## config.mk

```make
export PLATFORM = sky130hd
export DESIGN_NAME = rst_seq_flat
export DESIGN_NICKNAME = d
export VERILOG_FILES = /design/src/rtl/rst_seq_pkg.sv /design/src/rtl/rst_seq_if.sv /design/src/rtl/rst_seq_cnt.sv /design/src/rtl/rst_seq.sv /design/src/flat_wrapper.sv
export SDC_FILE = /design/constraint.sdc
export NUM_CORES = 1
export LEC_CHECK = 0
export BUFFER_PORTS_ARGS = -buffer_cell sky130_fd_sc_hd__buf_2
export CORE_MARGIN = 5
export CORE_UTILIZATION = 60
export CTS_CLUSTER_SIZE = 28
export DETAILED_ROUTE_END_ITERATION = 8
export GPL_TIMING_DRIVEN = 0
export PLACE_DENSITY = 0.79
export SLEW_MARGIN = 20
export SYNTH_ARGS = -nofsm -noshare
export SYNTH_HDL_FRONTEND = slang
export SYNTH_HIERARCHICAL = 1
export SYNTH_SLANG_ARGS = --single-unit
```

## constraint.sdc

```tcl
create_clock -name clk -period 3.02 [get_ports clk]
set_input_delay 0.151 -clock clk [delete_from_list [all_inputs] [get_ports clk]]
set_output_delay 0.151 -clock clk [all_outputs]
set_load 0.02 [all_outputs]
```

## src/rtl/rst_seq_pkg.sv

```systemverilog
// Shared constants and state encoding for the staged reset sequencer.
package rst_seq_pkg;

    localparam int unsigned STATE_W         = 2;
    localparam int unsigned DEF_HOLD_CYCLES = 1024;
    localparam int unsigned DEF_STAGES      = 3;
    localparam int unsigned DEF_STAGE_GAP   = 16;
    localparam int unsigned DEF_CNT_W       = 16;
    localparam int unsigned DEF_WDOG_CYCLES = 65535;

    typedef enum logic [STATE_W-1:0] {
        WAIT_OK = 2'd0,
        HOLD    = 2'd1,
        RELEASE = 2'd2,
        RUN     = 2'd3
    } seq_state_e;

endpackage

```

## src/rtl/rst_seq_if.sv

```systemverilog
// Control/status bundle of the reset sequencer; wdog_err exists only with RST_SEQ_WDOG_EN.
interface rst_seq_if
    import rst_seq_pkg::*;
#(
    parameter int unsigned STAGES = DEF_STAGES
);
    logic               clk_ok;
    logic               sw_rst_req;
    logic [STAGES-1:0]  rst_out;
    logic               seq_done;
    logic [STATE_W-1:0] seq_state;
`ifdef RST_SEQ_WDOG_EN
    logic               wdog_err;
`endif

    modport master (
        output clk_ok,
        output sw_rst_req,
        input  rst_out,
        input  seq_done,
        input  seq_state
`ifdef RST_SEQ_WDOG_EN
        , input wdog_err
`endif
    );

    modport slave (
        input  clk_ok,
        input  sw_rst_req,
        output rst_out,
        output seq_done,
        output seq_state
`ifdef RST_SEQ_WDOG_EN
        , output wdog_err
`endif
    );

endinterface

```

## src/rtl/rst_seq_cnt.sv

```systemverilog
// Clearable, loadable, saturating up-counter with a terminal-count compare.
module rst_seq_cnt #(
    parameter int unsigned W = 16
) (
    input  logic         clk,
    input  logic         reset,
    input  logic         clr_i,
    input  logic         load_i,
    input  logic [W-1:0] load_val_i,
    input  logic         inc_i,
    input  logic [W-1:0] tc_val_i,
    output logic         tc_c_o
);

    logic [W-1:0] cnt_q;
    logic [W-1:0] cnt_d;

    // Clear wins over load, load over increment; increment stops at all ones.
    always_comb begin
        cnt_d = cnt_q;
        if (clr_i) begin
            cnt_d = '0;
        end else if (load_i) begin
            cnt_d = load_val_i;
        end else if (inc_i && !(&cnt_q)) begin
            cnt_d = cnt_q + W'(1);
        end
    end

    always_ff @(posedge clk) begin
        if (reset) begin
            cnt_q <= '0;
        end else begin
            cnt_q <= cnt_d;
        end
    end

    assign tc_c_o = (cnt_q == tc_val_i);

    // Callers never count past their terminal value, so saturation must never be hit.
    a_no_saturate: assert property (@(posedge clk) disable iff (reset)
        !(inc_i && !clr_i && !load_i && (&cnt_q)));

endmodule

```

## src/rtl/rst_seq.sv

```systemverilog
// Staged reset sequencer: waits for a stable clock, holds off, then releases resets one stage
// at a time. Optional sticky watchdog on a stuck start-up enabled by RST_SEQ_WDOG_EN.
module rst_seq
    import rst_seq_pkg::*;
#(
    parameter int unsigned HOLD_CYCLES = DEF_HOLD_CYCLES,
    parameter int unsigned STAGES      = DEF_STAGES,
    parameter int unsigned STAGE_GAP   = DEF_STAGE_GAP,
    parameter int unsigned CNT_W       = DEF_CNT_W
`ifdef RST_SEQ_WDOG_EN
    , parameter int unsigned WDOG_CYCLES = DEF_WDOG_CYCLES
`endif
) (
    input  logic     clk,
    input  logic     reset,
    rst_seq_if.slave bus
);

    localparam int unsigned IDX_W = 3;

    seq_state_e        state_q;
    logic [STAGES-1:0] rst_out_q;
    logic              seq_done_q;
    logic [IDX_W-1:0]  idx_q;

    logic              abort_c;
    logic              release_now_c;
    logic              cnt_clr_c;
    logic              cnt_inc_c;
    logic              cnt_tc_c;
    logic [CNT_W-1:0]  cnt_tc_val_c;

    // Loss of clock or a software request outside WAIT_OK collapses everything back to reset.
    assign abort_c       = (state_q != WAIT_OK) && (!bus.clk_ok || bus.sw_rst_req);
    assign release_now_c = (state_q == RELEASE) && ((idx_q == '0) || cnt_tc_c);
    assign cnt_tc_val_c  = (state_q == HOLD) ? CNT_W'(HOLD_CYCLES - 1)
                                             : CNT_W'(STAGE_GAP - 1);
    assign cnt_clr_c     = abort_c || (state_q == WAIT_OK) || (state_q == RUN)
                         || ((state_q == HOLD) && cnt_tc_c) || release_now_c;
    assign cnt_inc_c     = !cnt_clr_c && ((state_q == HOLD) || (state_q == RELEASE));

    rst_seq_cnt #(.W(CNT_W)) u_cnt (
        .clk        (clk),
        .reset      (reset),
        .clr_i      (cnt_clr_c),
        .load_i     (1'b0),
        .load_val_i ('0),
        .inc_i      (cnt_inc_c),
        .tc_val_i   (cnt_tc_val_c),
        .tc_c_o     (cnt_tc_c)
    );

    always_ff @(posedge clk) begin
        if (reset || abort_c) begin
            state_q    <= WAIT_OK;
            rst_out_q  <= '1;
            seq_done_q <= 1'b0;
            idx_q      <= '0;
        end else begin
            case (state_q)
                WAIT_OK: begin
                    if (bus.clk_ok) begin
                        state_q <= HOLD;
                    end
                end
                HOLD: begin
                    if (cnt_tc_c) begin
                        state_q <= RELEASE;
                    end
                end
                RELEASE: begin
                    if (release_now_c) begin
                        rst_out_q <= rst_out_q & ~(STAGES'(1) << idx_q);
                        if (idx_q == IDX_W'(STAGES - 1)) begin
                            state_q    <= RUN;
                            seq_done_q <= 1'b1;
                            idx_q      <= '0;
                        end else begin
                            idx_q <= idx_q + IDX_W'(1);
                        end
                    end
                end
                RUN: begin
                    state_q <= RUN;
                end
                default: begin
                    state_q <= WAIT_OK;
                end
            endcase
        end
    end

    assign bus.rst_out   = rst_out_q;
    assign bus.seq_done  = seq_done_q;
    assign bus.seq_state = state_q;

`ifdef RST_SEQ_WDOG_EN
    localparam int unsigned WDOG_W = $clog2(WDOG_CYCLES + 1);

    logic wdog_q;
    logic wdog_tc_c;
    logic wdog_pre_c;

    // Counts consecutive WAIT_OK/HOLD cycles; any progress to RELEASE restarts it.
    assign wdog_pre_c = (state_q == WAIT_OK) || (state_q == HOLD);

    rst_seq_cnt #(.W(WDOG_W)) u_wdog_cnt (
        .clk        (clk),
        .reset      (reset),
        .clr_i      (bus.sw_rst_req || !wdog_pre_c),
        .load_i     (1'b0),
        .load_val_i ('0),
        .inc_i      (wdog_pre_c && !wdog_tc_c),
        .tc_val_i   (WDOG_W'(WDOG_CYCLES - 1)),
        .tc_c_o     (wdog_tc_c)
    );

    always_ff @(posedge clk) begin
        if (reset || bus.sw_rst_req) begin
            wdog_q <= 1'b0;
        end else if (wdog_pre_c && wdog_tc_c) begin
            wdog_q <= 1'b1;
        end
    end

    assign bus.wdog_err = wdog_q;
`endif

endmodule

```

## src/flat_wrapper.sv

```systemverilog
// flat-port wrapper written by rule: the top's interface ports become plain ports
module rst_seq_flat import rst_seq_pkg::*;
#(
    parameter int unsigned HOLD_CYCLES = DEF_HOLD_CYCLES,
    parameter int unsigned STAGES      = DEF_STAGES,
    parameter int unsigned STAGE_GAP   = DEF_STAGE_GAP,
    parameter int unsigned CNT_W       = DEF_CNT_W

)
  (clk, reset, bus_clk_ok, bus_sw_rst_req, bus_rst_out, bus_seq_done, bus_seq_state);
  rst_seq_if #(.STAGES(STAGES)) bus_i ();
  input  logic clk;
  input  logic reset;
  input wire logic [$bits(bus_i.clk_ok)-1:0] bus_clk_ok;
  input wire logic [$bits(bus_i.sw_rst_req)-1:0] bus_sw_rst_req;
  output wire logic [$bits(bus_i.rst_out)-1:0] bus_rst_out;
  output wire logic [$bits(bus_i.seq_done)-1:0] bus_seq_done;
  output wire logic [$bits(bus_i.seq_state)-1:0] bus_seq_state;
  assign bus_i.clk_ok = bus_clk_ok;
  assign bus_i.sw_rst_req = bus_sw_rst_req;
  assign bus_rst_out = bus_i.rst_out;
  assign bus_seq_done = bus_i.seq_done;
  assign bus_seq_state = bus_i.seq_state;
  rst_seq #(.HOLD_CYCLES(HOLD_CYCLES), .STAGES(STAGES), .STAGE_GAP(STAGE_GAP), .CNT_W(CNT_W)) u_core (.clk(clk), .reset(reset), .bus(bus_i));
endmodule
```

# Word-level counts from Yosys, hierarchy flattened
# Index checks and enable logic that the tools add are counted.
[totals]
register_bits = 25
input_bits = 4
wordCells = 50
[classes]
n_addsub = 2
n_eq_ne = 9
shift = 1
mux = 7
bitwise = 2
n_reduce_logical = 24
[op_table]
columns = ["cell", "count"]
rows = [
  ["$add 16x1->16 const B", 1],
  ["$eq 16x16->1", 1],
  ["$reduce_and 16->1", 1],
  ["$mux 10", 1],
  ["$logic_or 1x1->1", 8],
  ["$mux 2", 4],
  ["$pmux 2 s4", 1],
  ["$logic_and 1x1->1", 5],
  ["$eq 2x2->1 const B", 2],
  ["$ne 2x1->1 const B", 2],
  ["$ne 2x2->1 const B", 2],
  ["$reduce_and 4->1", 1],
  ["$add 3x1->3 const B", 1],
  ["$and 3x3->3", 1],
  ["$eq 3x2->1 const B", 1],
  ["$logic_not 1->1", 3],
  ["$logic_not 3->1", 1],
  ["$mux 3", 1],
  ["$not 3->3", 1],
  ["$reduce_and 3->1", 1],
  ["$shl 1x3->3 const A", 1],
  ["$eq 2x1->1 const B", 1],
  ["$logic_not 2->1", 1],
  ["$reduce_and 2->1", 1],
  ["other kinds (2)", 2],
]

# Longest topological paths before layout
[depth]
depth_word = 10
mapped_depth = 12
depth_no_buf = 12

# Hierarchy
# The synthesis kept the hierarchy.
[by_module_without_submodules]
columns = ["mod", "n_inst", "cells_per_inst", "area_per_inst_um2", "seq_area_each_um2"]
rows = [
  ["rst_seq_cnt", 1, 154, 1222.4, 320.3],
  ["rst_seq", 1, 63, 541.8, 180.2],
]

# Worst setup path before layout
# No wires, ideal clock.
[synth_timing]
path_kind = "register to register"
from = "register u_core.state_q[1] (netlist: u_core/bus.seq_state[1])"
to = "register u_core.u_cnt.cnt_q[10]"
t_arrival_ps = 2720
slack_ps = 225
path_stages_with_launch = 13
cell_sequence = "dfxtp_1 -> inv_1 -> ha_1 -> xnor2_1 -> nand4_1 -> nor4_1 -> o21ai_0 -> nand4_1 -> nor2_1 -> nand2_1 -> or3_4 -> or4_1 -> a31oi_1"
[synth_via]
elab_chain_cells = 9
[synth_lines]
columns = ["item", "line_no", "source"]
rows = [
  ["from (decl)", "rst_seq.sv:21", "seq_state_e state_q;"],
  ["from (signal assigned)", "rst_seq.sv:55", "state_q <= WAIT_OK;"],
  ["from (signal assigned)", "rst_seq.sv:63", "state_q <= HOLD;"],
  ["from (signal assigned)", "rst_seq.sv:68", "state_q <= RELEASE;"],
  ["$eq 2x1->1 *", "rst_seq.sv:36", "assign cnt_tc_val_c = (state_q == HOLD) ? CNT_W'(HOLD_CYCLES - 1)"],
  ["$mux 10 *", "rst_seq.sv:36", ""],
  ["net u_core.cnt_tc_val_c[4]", "rst_seq.sv:31", "logic [CNT_W-1:0] cnt_tc_val_c;"],
  ["$eq 16x16->1 *", "rst_seq_cnt.sv:38", "assign tc_c_o = (cnt_q == tc_val_i);"],
  ["net u_core.cnt_tc_c", "rst_seq.sv:30", "logic cnt_tc_c;"],
  ["$logic_and 1x1->1 or $logic_or 1x1->1 (tied branches)", "rst_seq.sv:39, rst_seq.sv:35", ""],
  ["$logic_or 1x1->1 or $logic_and 1x1->1 (tied branches)", "rst_seq.sv:39, rst_seq.sv:35", ""],
  ["$logic_or 1x1->1 *", "rst_seq.sv:39", "|| ((state_q == HOLD) && cnt_tc_c) || release_now_c;"],
  ["net u_core.cnt_clr_c", "rst_seq.sv:28", "logic cnt_clr_c;"],
  ["$logic_not 1->1 *", "rst_seq.sv:40", "assign cnt_inc_c = !cnt_clr_c && ((state_q == HOLD) || (state_q == RELEASE));"],
  ["$logic_and 1x1->1 *", "rst_seq.sv:40", ""],
  ["net u_core.cnt_inc_c", "rst_seq.sv:29", "logic cnt_inc_c;"],
  ["$logic_and 1x1->1 *", "rst_seq_cnt.sv:25", "end else if (inc_i && !(&cnt_q)) begin"],
  ["to (signal assigned)", "rst_seq_cnt.sv:34", "cnt_q <= cnt_d;"],
  ["to (decl)", "rst_seq_cnt.sv:15", "logic [W-1:0] cnt_q;"],
]
# Mark *: on every way through the listed nets, which the timed path passes. The rest lies on a longest branch.
# A chain may end at the register's enable or synchronous reset.

# Worst setup path in the final report
[layout_timing]
from = "register u_core.state_q[1] (netlist: u_core/bus.seq_state[1])"
to = "register u_core.u_cnt.cnt_q[14]"
# Same word-level chain as after synthesis.

==> key figures <==
Status
  • Run status: finished, final reports clean

Floorplanning
  • Row cnt: 19
  • Die ar.: 4120 um^2
  • DIE WIDTH: about 64 um
  • # IOs: 10
  • Starting Density: 63.4%
  • Core area: 2780 um^2
  • Die height: 64.2 um

Clock tree
  • Post-CTS setup buffer count: 0
  • CTS tree: built
  • Skew-Pair Late Insertion Delay: 330 ps
  • Clk slew on worst S/H paths: 150 ps
  • Root Driver: clkbuf_4
  • Hold buffers post-CTS: 0
  • Clock sinks: 25
  • H-tree level count: 1
  • Clock buffer depth: 2
  • CTS buffer count: 3

Power
  • Comb pwr share: 38.9%
  • Sequential power share: 43.1%
  • Total power: 0.000897 W
  • Cell Int Power: 0.000555 W
  • Sw Ratio: 38.2%
  • Clk pwr share: 18.0%
  • P_leak: 0.708 nW
  • Net Sw Power: ~0.00034 W
  • PwrDens: 444 nW/um^2
  • VDD IR max: 0.000509 V

GRT
  • Vias in the first global route: 1466
  • Met3 Use GR: 2.63%
  • Gr usage total: 19.3%
  • GRT met2 Usage: 32.3%
  • Total global routing overflow: 0
  • Antenna violations before repair: 0
  • Global-route wire length before repair: 6550 um
  • Largest net degree at the start of global routing: 16
  • GR peak layer: met2
  • Grt met1 use: 25.6%

Routing
  • DR pass1 iterations: 4
  • DR vias: roughly 1700
  • Final ANT Viol Nets: 0
  • Remaining DRCs: 0
  • Vias per inst: 5.75
  • Final WL: a little under 4000 um
  • DRT iter0 DRCs: just over 100
  • Wirelength per Cell: approximately 13 um

Yosys
  • Post-synth ARST share: 0%
  • Sequential cell area fraction in the yosys report: 28.4%
  • Synthesized area: 1760 um^2
  • Main flop type after synthesis: dfxtp_1
  • Area fraction of the dominant cell type after synthesis: between 20% and 30%
  • Number of synthesized register bits: 25
  • Cell taking the most area after synthesis: dfxtp_1
  • Largest cells by area after synthesis: dfxtp_1 28%, xnor2_1 7.9%, o21ai_0 4.5%
  • Number of flops mapped to enable cells by yosys: 0
  • Post-synthesis cell type count: 51
  • Mean Syn Cell Area: 8.13 um^2
  • Synth cell count leaders: 25 x dfxtp_1, 16 x o21ai_0, 16 x xnor2_1
  • Syn Inst Count: about 220
  • Synth warn: 6
  • Most common cell in the netlist: dfxtp_1

Timing
  • Slew headroom: 57.0%
  • Tcrit/Tclk final: 92.2%
  • WHS: 169 ps
  • Worst-Margin Slew: 639 ps
  • FMAX: 0.359 GHz
  • Final worst slack: ~240 ps
  • Final setup fails: 0
  • Pins Over Slew Limit: 0
  • Final TNS setup: 0 ps
  • Final min period: approximately 2800 ps
  • RSZ-0062 raised after global routing: false
  • Layout Skew: 3.28 ps
  • Final Hold Viols: 0

Setup path
  • Worst setup path class: flop to flop
  • Type of origin of the critical path: flop
  • Setup crit end kind: flop
  • Crit path arrival time: 3060 ps
  • Crit-path max FO: 9
  • WP data required: 3290 ps

Placed design
  • DP HPWL: 2860 um
  • Port bufs: 9
  • Dpl ws: -106 ps
  • Routability Congestion: 0.857
  • Post-Place Cells: 285

Finish
  • Share of layout cells above drive strength 1: 13.2%
  • # diodes: 0
  • NumNets Final: 269
  • Storage element area: 502 um^2
  • Layout Cells excl Fill: 289
  • Multi-input gate area: 1300 um^2
  • Fillers: ~240
  • Area growth syn-to-layout: 14.5%

Run
  • Max Cap Viol: 0

Min path
  • Tightest Hold Check Type: input port to flop
-- placed cells by master, fill, tap and decap left out, types with 2 or more instances in the layout --
| cell type | n |
|---|---|
| nor2_1 | 9 |
| o31ai_1 | 7 |
| nor3_1 | 6 |
| buf_2 | 13 |
| and3_1 | 6 |
| ha_1 | 5 |
| a211oi_1 | 3 |
| nand3_1 | 7 |
| a32oi_1 | 2 |
| a21o_1 | 2 |
| or2_2 | 3 |
| clkbuf_4 | 3 |
| o211ai_1 | 5 |
| nand4_4 | 2 |
| conb_1 | 30 |
| a31oi_1 | 9 |
| nand2_1 | 11 |
| dfxtp_1 | 24 |
| a21oi_1 | 5 |
| or4_1 | 8 |
| nor4_1 | 2 |
| xnor2_1 | 16 |
| clkbuf_1 | 5 |
| nor2b_1 | 3 |
| nand4_1 | 11 |
| inv_1 | 15 |
| o21ai_0 | 16 |
-- final timing paths --
kind	depth (start not counted)	slack, ps	startpoint	end
setup / recovery	12	240	u_core/bus.seq_state[1]	u_core/u_cnt/cnt_q[14]
hold / removal	4	170	reset	u_core/bus.seq_state[1]
hold reg to reg	1	460	u_core/bus.rst_out[1]	u_core/bus.rst_out[1]
setup reg to reg	12	240	u_core/bus.seq_state[1]	u_core/u_cnt/cnt_q[14]
-- metal layers --
metal | wire length, um | up-vias
met5 | 0 | -
met4 | 45 | 0
met3 | 182 | 6
met2 | 1890 | 42
met1 | 1750 | 737
li1 | - | 876
-- power groups by stage --
stage / Sequential, W / Clock, W / Combinational, W
6_report: 0.000387 / 0.000161 / 0.000349
4_1_cts: 0.000383 / 0.000169 / 0.000318
5_1_grt: 0.000392 / 0.000188 / 0.000384
3_5_place_dp: 0.000391 / 0 / 0.000312
3_3_place_gp: 0.000389 / 0 / 0.000307
2_1_floorplan: 0.000401 / 0 / 0.000239
-- layout make-up --
class	count	share of cell area (%)
inverter	15	2.79
tap	31	1.92
buffer	10	2.17
timing repair buffer	9	2.23
clock buffer	3	1.12
sequential	25	24.8
multi-input combinational	195	64.6
clock inverter	1	0.372
-- state kept, by name, indices dropped and copies added (netlist names) --
signal                count
u_core/u_cnt/cnt_q       16
u_core/bus.rst_out        3
u_core/idx_q              3
u_core/bus.seq_state      2
u_core/bus.seq_done       1
-- timing repair --
item | in CTS | in global routing
pin swaps | 0 | 1
cloned | 0 | 0
endpoints found under the setup margin | 13 | 15
gates resized for setup | 2 | 5
-- critical path: stages, from the launching register on --
cell and delay, ps:
dfxtp_2 390, inv_1 100, ha_4 230, xnor2_1 130
nand4_1 150, nor4_4 90, o21ai_0 100, nand4_1 220
nor2_4 200, nand2_1 150, or3_4 380, or4_1 420
a31oi_1 170
-- per-stage QoR --
step | instance area, um^2 | util (%)
after floorplan | 1870 | -
after global placement | 1950 | 70.2
after detailed placement | 1950 | 70.2
after CTS | 1990 | 71.6
after global routing | 2020 | 72.6
final | 2020 | 72.6
-- kinds of logic (layout without fill, tap and decap cells) --
| kind of cell | after synthesis | in the layout | synth area share (%) |
|---|---|---|---|
| xor gates and xnor gates | 17 | 17 | 8.44 |
| DFF | 25 | 25 | 28.4 |
| AOI/OAI and AO/OA | 59 | 59 | 22.6 |
| buffers and inverters | 25 | 38 | 5.67 |
| adders and majority gates | 6 | 6 | 4.26 |
| other | 2 | 30 | 0.426 |
| and+or+nand+nor | 82 | 82 | 29.6 |
| muxes | 1 | 1 | 0.567 |
Note: power is estimated with default switching activity, not from simulation.
